===== config.mk =====
export PLATFORM = sky130hd
export DESIGN_NAME = gf4_mul_arbiter
export DESIGN_NICKNAME = d
export VERILOG_FILES = /design/src/rtl/gf4_mul_arbiter.sv
export SDC_FILE = /design/constraint.sdc
export NUM_CORES = 1
export LEC_CHECK = 0
export ABC_AREA = 1
export BUFFER_PORTS_ARGS = -buffer_cell sky130_fd_sc_hd__buf_4
export CAP_MARGIN = 15
export CORE_MARGIN = 4
export CORE_UTILIZATION = 43
export CTS_BUF_LIST = sky130_fd_sc_hd__clkbuf_4 sky130_fd_sc_hd__clkbuf_8
export DETAILED_ROUTE_END_ITERATION = 12
export GPL_ROUTABILITY_DRIVEN = 0
export PLACE_DENSITY_LB_ADDON = 0.3
export RECOVER_POWER = 25
export SYNTH_ARGS = -nofsm -noshare
export SYNTH_HDL_FRONTEND = slang
export SYNTH_HIERARCHICAL = 1
export SYNTH_SLANG_ARGS = --single-unit

===== constraint.sdc =====
create_clock -name clk -period 4.4 [get_ports clk]
set_input_delay 0.22 -clock clk [delete_from_list [all_inputs] [get_ports clk]]
set_output_delay 0.22 -clock clk [all_outputs]
set_load 0.02 [all_outputs]

===== src/rtl/gf4_mul_arbiter.sv =====
// Round-robin arbiter in front of one shared GF(2^4) multiplier (mod x^4+x+1)
// with a single registered, back-pressurable result stage. Define GF4_ARB_LOCK_EN to add req_lock.

module gf4_mul (
    input  logic [3:0] a,
    input  logic [3:0] b,
    output logic [3:0] q
);
    assign q[0] = (a[0] & b[0]) ^ (a[3] & b[1]) ^ (a[2] & b[2]) ^ (a[1] & b[3]);
    assign q[1] = (a[1] & b[0]) ^ ((a[0] ^ a[3]) & b[1]) ^ ((a[2] ^ a[3]) & b[2])
                ^ ((a[1] ^ a[2]) & b[3]);
    assign q[2] = (a[2] & b[0]) ^ (a[1] & b[1]) ^ ((a[0] ^ a[3]) & b[2])
                ^ ((a[2] ^ a[3]) & b[3]);
    assign q[3] = (a[3] & b[0]) ^ (a[2] & b[1]) ^ (a[1] & b[2]) ^ ((a[0] ^ a[3]) & b[3]);
endmodule

module gf4_mul_arbiter #(
    parameter int NREQ = 4,
    parameter int IDW  = 2
) (
    input  logic                clk,
    input  logic                rst_n,
    input  logic [NREQ-1:0]     req_valid,
`ifdef GF4_ARB_LOCK_EN
    input  logic [NREQ-1:0]     req_lock,
`endif
    output logic [NREQ-1:0]     req_ready,
    input  logic [4*NREQ-1:0]   req_a,
    input  logic [4*NREQ-1:0]   req_b,
    output logic                rsp_valid,
    input  logic                rsp_ready,
    output logic [IDW-1:0]      rsp_id,
    output logic [3:0]          rsp_q
);
    // Handshake: a request transfers when req_valid[i] & req_ready[i]; req_valid must not
    // depend on req_ready and operands hold while waiting. The result transfers when
    // rsp_valid & rsp_ready; while rsp_valid & ~rsp_ready the result stage freezes.

    logic [IDW-1:0] ptr;
    logic [IDW-1:0] win;
    logic [IDW-1:0] cand;
    logic [IDW-1:0] ptr_nxt;
    logic           found;
    logic           stall;
    logic           accept;
    logic           lock_w;
    logic [3:0]     a_w;
    logic [3:0]     b_w;
    logic [3:0]     prod;
    int             idx;

    assign stall  = rsp_valid & ~rsp_ready;
    assign accept = found & ~stall & rst_n;

    // Rotating search starting at ptr; first valid requester wins.
    always_comb begin
        found = 1'b0;
        win   = '0;
        idx   = 0;
        cand  = '0;
        for (int k = 0; k < NREQ; k++) begin
            idx = int'(ptr) + k;
            if (idx >= NREQ) idx = idx - NREQ;
            cand = IDW'(idx);
            if (!found && req_valid[cand]) begin
                found = 1'b1;
                win   = cand;
            end
        end
    end

    always_comb begin
        a_w = '0;
        b_w = '0;
        for (int i = 0; i < NREQ; i++) begin
            if (win == IDW'(i)) begin
                a_w = req_a[4*i +: 4];
                b_w = req_b[4*i +: 4];
            end
        end
    end

    always_comb begin
        req_ready = '0;
        if (accept) req_ready[win] = 1'b1;
    end

`ifdef GF4_ARB_LOCK_EN
    assign lock_w = req_lock[win];
`else
    assign lock_w = 1'b0;
`endif

    // A locked winner keeps top priority; otherwise priority moves past it.
    always_comb begin
        if (lock_w)                   ptr_nxt = win;
        else if (int'(win) == NREQ-1) ptr_nxt = '0;
        else                          ptr_nxt = win + IDW'(1);
    end

    gf4_mul u_mul (
        .a (a_w),
        .b (b_w),
        .q (prod)
    );

    always_ff @(posedge clk or negedge rst_n) begin
        if (!rst_n) begin
            rsp_valid <= 1'b0;
            rsp_id    <= '0;
            rsp_q     <= '0;
            ptr       <= '0;
        end else if (accept) begin
            rsp_valid <= 1'b1;
            rsp_id    <= win;
            rsp_q     <= prod;
            ptr       <= ptr_nxt;
        end else if (rsp_ready) begin
            rsp_valid <= 1'b0;
        end
    end
endmodule


==> run metrics <==
wire length on met2 1516 um; First-pass DRT Iterations 4; core box area 0.002781 mm2; Die H 62.05 um; slew margin rel. 0.5366; Syn Inst Count 213; worst skew pair latency 260 ps; I/O Buffers 49; CTS Buf Count 3; fin. max-slew vios 0; syn nets 256; clock buffer depth 2; GRT Overall Usage 0.1876; Die Area 0.003850 mm2; largest net degree at the start of global routing 18; sum of negative setup slack 0 ps; # IOs 50; most frequent cells in the layout nand2_1, buf_4, inv_1; vias per inst 4.986; Routed Antenna Nets 0; slew of the pin with the lowest slew margin 689.2 ps; DRC viols 0; Multi-input gate area 882.1 um2; Crit. End Element register; Fmax 0.2557 GHz; Diodes inserted 0; ratio of cells with drive above 1 in the final layout 0.2912; DP Area 0.001622 mm2; Root Driver clkbuf_4; Final Hold Vio Count 0; synthesized cell area 0.001256 mm2; sequential element share of the synthesized area 0.1793; Yosys Warn Count 6; Clock Pin Slew Worst Setup and Hold Paths 70 ps; initial drt markers 106; CTS tree yes; critical path class reg2reg; # Max-Cap Violations 0; commonest non-fill, non-tap cell in the layout nand2_1; status complete, no violations; setup violators final 0; Fillers 280; Worst setup SP type register; dpl hpwl 2680 um; hold path depth 4; post-layout util 0.5978; Final Critical Period 3911 ps; post-layout worst setup margin 489.0 ps; CP max FO 10; Layout Skew 2.323 ps; Routed met1 length 1457 um; hold_sp rsp_ready; final period utilization 0.8889; critical path data required time 4550 ps; #FFs+latches synth 9; Final #Nets 305; global-route wire length before repair 5561 um; highest metal used met4; worst min-delay path class in2reg; RSZ-0062 raised after global routing no; worst endpoint data arrival time 4060 ps; FF+latch area 225.2 um2; H-tree depth 1; Die W 62.05 um; final instance area 0.001663 mm2; vias in the first global route 1324; worst r2r src ptr[0]$_DFFE_PN0P_; Syn-to-layout area delta 32.37%; Core Rows 19; CP startpoint ptr[0]$_DFFE_PN0P_; synth unique cells 23; total wire length 3246 um; grt total ovfl 0; DP Worst Slack 460.0 ps; Reg2Reg Depth 19; average routed wire per standard cell 11.12 um; met3 WL 265 um; Starting Density 0.4516; initial antenna violation count 0; clock sinks 9; Syn Area/Cell 5.898 um2; via count 1456
-- worst max-delay path, cell delays in order, from the launching register on --
cell	delay [ps]
dfrtp_1	610
nand2_1	140
nand3_1	120
nand2_1	110
nor2_4	160
nand3_2	110
nand3_1	200
inv_1	90
ha_1	320
nor2_1	440
a221oi_1	160
o31ai_1	610
nand2_1	200
xor2_1	210
nand2_1	80
nand2_1	50
nand2_1	50
nand2_1	40
nand2_1	50
nand2_1	40
-- cell type report --
type	instances	share of cell area
Clock buffer	4	0.01806
Timing Repair Buffer	51	0.2295
Multi-Input combinational cell	171	0.5305
Inverter	26	0.06321
Sequential cell	9	0.1354
Tap cell	31	0.02333
-- path summary, 6_finish.rpt --
kind | end | slack [ps]
setup / recovery | rsp_q[2]$_DFFE_PN0P_ | 490
hold / removal | rsp_valid$_DFFE_PN0P_ | 290
setup reg to reg | rsp_q[2]$_DFFE_PN0P_ | 490
hold reg to reg | rsp_q[2]$_DFFE_PN0P_ | 480
max in group asynchronous | rsp_q[1]$_DFFE_PN0P_ | 3530
min in group asynchronous | rsp_id[1]$_DFFE_PN0P_ | 470
-- timing repair --
item	CTS	global route
setup endpoints to repair	0	2
endpoints found under the hold margin	9	0
gates resized for setup	0	1
buffers inserted	0	0
hold buffers	1	0
-- cell usage after synthesis --
cell	number	area [um2]
clkinv_1	1	3.750
a221oi_1	8	70.07
dfrtp_1	9	225.2
nor2_1	19	71.32
inv_8	1	11.26
nand3b_1	1	7.510
nand2_1	86	322.8
ha_1	4	50.05
nor2_4	2	22.52
o21ai_2	1	8.760
nand3_2	2	20.02
o21ai_1	2	10.01
o31ai_1	8	60.06
buf_6	3	33.78
o21ai_0	4	20.02
xor2_1	3	26.28
xnor2_1	4	35.03
nand3_1	13	65.06
clkbuf_1	4	15.01
nand2_2	12	75.07
inv_2	4	15.01
inv_1	20	75.07
nand4_1	2	12.51
-- state kept, by name (all words and copies together) (netlist names) --
name,cells
ptr,2
rsp_id,2
rsp_q,4
rsp_valid,1
-- metal layers --
layer,GRT usage,up-vias
met5,0,-
met4,0.03636,0
met3,0.03306,2
met2,0.3180,50
met1,0.2494,631
li1,-,773
-- metrics by stage --
step                hold slack, ps  instances
floorplan                   -75.59        213
global placement             62.88        287
detailed placement           61.56        287
CTS                          285.4        292
global route                 312.0        292
finish                       289.0        292
-- cell families after synthesis --
| kind of cell | share of synthesized area |
|---|---|
| AO/OA/AOI/OAI | 0.1345 |
| XOR/XNOR | 0.04881 |
| adder cells (fa/ha/maj) | 0.03984 |
| buffers and inverters | 0.1225 |
| flip-flops | 0.1793 |
| AND/OR/NAND/NOR | 0.4751 |
Power is left out: the tool's default activity adds up to more than one toggle a clock period on the data nets, which glitch-free logic cannot reach.
